<file path="src/rtl/store_buffer_pkg.sv">
// Shared processor definitions for the store buffer: the default depth and the
// entry layout used by the buffer storage.
package store_buffer_pkg;

    localparam int SB_DEPTH = 4;
    localparam int SB_XLEN  = 32;

    typedef struct packed {
        logic               valid;
        logic [SB_XLEN-1:0] addr;
        logic [SB_XLEN-1:0] data;
    } sb_entry_t;

endpackage

</file>
<file path="src/rtl/store_buffer.sv">
// In-order word store buffer between the core memory stage and data memory,
// with zero-latency youngest-match load forwarding.
module store_buffer
    import store_buffer_pkg::*;
#(
    parameter int DEPTH = SB_DEPTH,
    parameter int WIDTH = SB_XLEN
) (
    input  logic             clk,
    input  logic             reset,
    input  logic             MemWriteM,
    input  logic [WIDTH-1:0] DataAdrM,
    input  logic [WIDTH-1:0] WriteDataM,
    output logic [WIDTH-1:0] ReadDataM,
    output logic             StallM,
    input  logic [WIDTH-1:0] RdData,
    output logic             WrEn,
    output logic [WIDTH-1:0] WrAdr,
    output logic [WIDTH-1:0] WrData,
    input  logic             WrReady,
    output logic             Empty
);

    localparam int PW = $clog2(DEPTH);
    localparam int CW = PW + 1;

    sb_entry_t        ent [DEPTH];
    logic [PW-1:0]    head;
    logic [PW-1:0]    tail;
    logic [CW-1:0]    count;
    logic             full;
    logic             push;
    logic             pop;
    logic [WIDTH-1:0] st_adr;

    assign full   = (count == CW'(DEPTH));
    assign Empty  = (count == '0);
    assign StallM = MemWriteM & full;
    assign push   = MemWriteM & ~full;
    assign WrEn   = ~Empty;
    assign pop    = WrEn & WrReady;
    assign st_adr = {DataAdrM[WIDTH-1:2], 2'b00};
    assign WrAdr  = WIDTH'(ent[head].addr);
    assign WrData = WIDTH'(ent[head].data);

    // Walk from oldest to youngest so the last match seen is the youngest store.
    function automatic logic [WIDTH-1:0] youngest_match(
        input logic [PW-1:0]    hd,
        input logic [WIDTH-1:0] adr,
        input logic [WIDTH-1:0] mem
    );
        logic [WIDTH-1:0] res;
        logic [WIDTH-1:0] eadr;
        logic [PW-1:0]    idx;
        res = mem;
        for (int i = 0; i < DEPTH; i++) begin
            idx  = hd + PW'(i);
            eadr = WIDTH'(ent[idx].addr);
            if (ent[idx].valid && (((eadr ^ adr) & ~WIDTH'(3)) == '0)) begin
                res = WIDTH'(ent[idx].data);
            end
        end
        return res;
    endfunction

    always_comb begin
        ReadDataM = youngest_match(head, DataAdrM, RdData);
    end

    // Push and pop never target the same slot: that needs head==tail, i.e. full or empty.
    always_ff @(posedge clk) begin
        if (!reset) begin
            head  <= '0;
            tail  <= '0;
            count <= '0;
            for (int i = 0; i < DEPTH; i++) begin
                ent[i].valid <= 1'b0;
            end
        end else begin
            if (push) begin
                ent[tail].valid <= 1'b1;
                ent[tail].addr  <= SB_XLEN'(st_adr);
                ent[tail].data  <= SB_XLEN'(WriteDataM);
                tail            <= tail + PW'(1);
            end
            if (pop) begin
                ent[head].valid <= 1'b0;
                head            <= head + PW'(1);
            end
            case ({push, pop})
                2'b10:   count <= count + CW'(1);
                2'b01:   count <= count - CW'(1);
                default: count <= count;
            endcase
        end
    end

endmodule

</file>
<file path="config.mk">
export PLATFORM = sky130hd
export DESIGN_NAME = store_buffer
export DESIGN_NICKNAME = d
export VERILOG_FILES = /design/src/rtl/store_buffer_pkg.sv /design/src/rtl/store_buffer.sv
export SDC_FILE = /design/constraint.sdc
export NUM_CORES = 1
export LEC_CHECK = 0
export CORE_ASPECT_RATIO = 0.7
export CORE_MARGIN = 3
export CORE_UTILIZATION = 58
export DETAILED_ROUTE_END_ITERATION = 7
export PLACE_DENSITY_LB_ADDON = 0.3
export REMOVE_ABC_BUFFERS = 1
export SLEW_MARGIN = 20
export SYNTH_ARGS = -nofsm -noshare
export SYNTH_HDL_FRONTEND = slang
export SYNTH_SLANG_ARGS = --single-unit
</file>
<file path="constraint.sdc">
create_clock -name clk -period 9.5 [get_ports clk]
set_input_delay 2.85 -clock clk [delete_from_list [all_inputs] [get_ports clk]]
set_output_delay 2.85 -clock clk [all_outputs]
set_load 0.01 [all_outputs]
</file>
==> qor.yml <==
p_sw_mw: 1.89
r2r_end: "ent[3][30]"
ys.flop_type: "edfxtp_1"
io_buffers: 194
yosysTopAreaCellShare_pct: 40.0
drv_cap: 0
cts_setup_buffers: 0
cts-buffers-inserted: 27
worstPathRequired_ps: 6650
firstDrtPassIters: 6
crit_arrival_ps: 6510
synth_seq_cells: 261
path_max_fanout: 33
core_area_um2: 31400
p_sw_share_pct: 35.9
grt_pass1_vias: 13771
rows: 54
ff2ff_path_depth: 5
hp-class: "reg2reg"
tightest_slew_ps: 1170
fp.dieH_um: 156
combPwrFrac_pct: 50.8
clockRootBuffer: "clkbuf_16"
power_density_nw_per_um2: 240
grtUsageTotal_pct: 32.6
ant_nets: 0
power.internal_mw: 3.37
p_seq_share_pct: 28.4
wire_per_inst_um: 29.2
clk_latency_ps: 560
dpl.hpwl_um: 36800
r2r-start: "count[0]"
async_flop_share_pct: 0
maxSlewViolCount: 0
drive_gt1_share_pct: 23.7
post_synth.cell_area_avg_um2: 13.9
synthTopCellsByCount: "edfxtp_1 (248), mux4_2 (195), mux2i_1 (135), xnor2_1 (95), clkbuf_1 (69)"
die_w_um: 220
grt_max_degree: 150
finClkSkew_ps: 17.6
power.leakage_nw: 7.00
ys_top_cells_by_area: "edfxtp_1 (40%), mux4_2 (24%), mux2i_1 (7.3%)"
outcome: "completed"
crit_path_end_kind: "primary output"
antenna_found_initial: 0
clock.fmax_mhz: 107
fin_crit_ps: 9360
placed_cells: 1866
layout.cells.non_filler: 1916
ir_drop_mv: 0.271
cts_max_path_buffers: 3
fin_setup_tns_ps: 0
cts_resized: 0
wirelength_um: 56000
pin_count: 199
rsz0062_at_grt: "false"
syn_inst: 1336
cts_tree: "built"
grt_first_pass_wirelength_um: 84600
synth_most_common_cell: "edfxtp_1"
hold_viol: 0
fin_util_pct: 69.9
hold_path.startpoint: "count[2]"
synth.cell_area_um2: 18600
critPathLaunchType: "input port"
min_period_over_period_pct: 98.5
clkTransAtPathRegs_ps: 60
nFillCells: 2137
ys_seq_area_share_pct: 41.4
critPathLaunch: "DataAdrM[23]"
dr_total_vias: 14183
drt_iter0_drc: 1903
cts_sinks: 261
timing.slew.headroom_pct: 22.2
finalPower_mw: 5.26
dieArea_um2: 34300
clockPowerShare_pct: 20.8
syn_to_final_growth_pct: 17.8
nNetsFinal: 1581
hold-worst-slack_ps: 581
synth_edf_count: 248
synth_top_area_cell: "edfxtp_1"
initial_core_util_pct: 59.3
yosysWarnings: 0
cts_max_level: 1
final-setup-viol-count: 0
via_per_inst: 7.40
drc: 0
crit_type: "in2out"
overflow: 0
crit_path_end: "ReadDataM[5]"
gp_congestion: 1.03
rrSetupSlack_ps: 6010
synth_cell_types: 70
hold_buffers: 0
==> state kept, by name, summed over array words and instances, names as in the netlist, named ones only <==
name / cells
count: 3
ent: 252
tail: 2
head: 2
==> cells in the final DEF, fill, tap and decap left out, types with 8 or more instances in the layout <==
cell               n
edfxtp_1         248
mux4_2           195
clkdlybuf4s50_1  193
mux2i_1          135
xnor2_1           95
and3_1            66
buf_4             51
nand3_1           36
o31ai_1           33
a21boi_1          32
a2111oi_1         28
nor3_2            28
clkbuf_16         27
nor2_1            24
inv_1             23
nand2_1           19
o21ai_0           18
nand4_1           15
xor2_1            14
a21oi_1           13
mux2_2            12
nor3_1            12
o22ai_1           11
and2_1            10
nor4_1            10
buf_12            10
dfxtp_1            9
clkbuf_1           8
==> critical path: stages <==
cell             delay (ps)
clkdlybuf4s50_1         750
o32ai_1                 180
a211o_1                 300
nor4_1                  530
o2111ai_2               210
buf_4                   310
a2111oi_1               510
o31ai_1                 190
a21boi_1                160
clkdlybuf4s50_1         480
==> kinds of logic (layout without fill, tap and decap cells) <==
kind of cell               after synthesis  in the layout  share of synthesized area (%)
and+or+nand+nor                        239            239                           7.80
muxes                                  349            349                           32.4
xor gates and xnor gates               109            109                           5.13
adders and majority gates                6              6                          0.444
DFF                                    261            261                           41.4
other                                    1              3                         0.0202
AOI/OAI and AO/OA                      201            201                           8.30
buffers and inverters                  170            328                           4.42
==> worst min-delay path by stage <==
| stage | endpoint | slack, ps | cells after the start |
|---|---|---|---|
| 6_report | count[2] | 580 | 2 |
| 5_1_grt | ent[2][62] | 640 | 2 |
| 4_1_cts | count[2] | 580 | 2 |
| 3_5_place_dp | count[2] | 570 | 2 |
| 3_3_place_gp | count[2] | 550 | 2 |
| 2_1_floorplan | count[2] | 480 | 2 |
==> through the flow <==
stage                     cell area (um^2)  setup WS (ps)
after floorplan                      17900         -10700
after global placement               21000            293
after detailed placement             21000            250
after CTS                            21900            236
after global routing                 21900           16.8
final                                21900            140
==> area by class of cell <==
cell class | instances | area, um^2 | area share [%]
Timing Repair Buffer | 255 | 2520 | 11.5
Clock buffer | 37 | 733 | 3.35
Antenna cell | 1 | 2.50 | 0.0114
Multi-Input combinational cell | 906 | 10100 | 46.3
Tap cell | 420 | 526 | 2.40
Inverter | 24 | 90.1 | 0.411
Sequential cell | 261 | 7720 | 35.3
Clock inverter | 12 | 160 | 0.731
==> per-layer routing <==
metal	global-route usage [%]	up-vias	wire length (um)
li1	-	5797	-
met1	46.6	7129	20500
met2	50.9	1138	26100
met3	8.18	119	7880
met4	8.27	0	1540
met5	0	-	0
==> power groups by stage <==
stage	registers (mW)	clock network, mW	logic [mW]
floorplan	1.63	0	2.01
global placement	1.50	0	2.58
detailed placement	1.51	0	2.62
CTS	1.49	1.10	2.64
global route	1.50	1.15	2.81
finish	1.49	1.09	2.67
(Power assumes the default switching activity.)
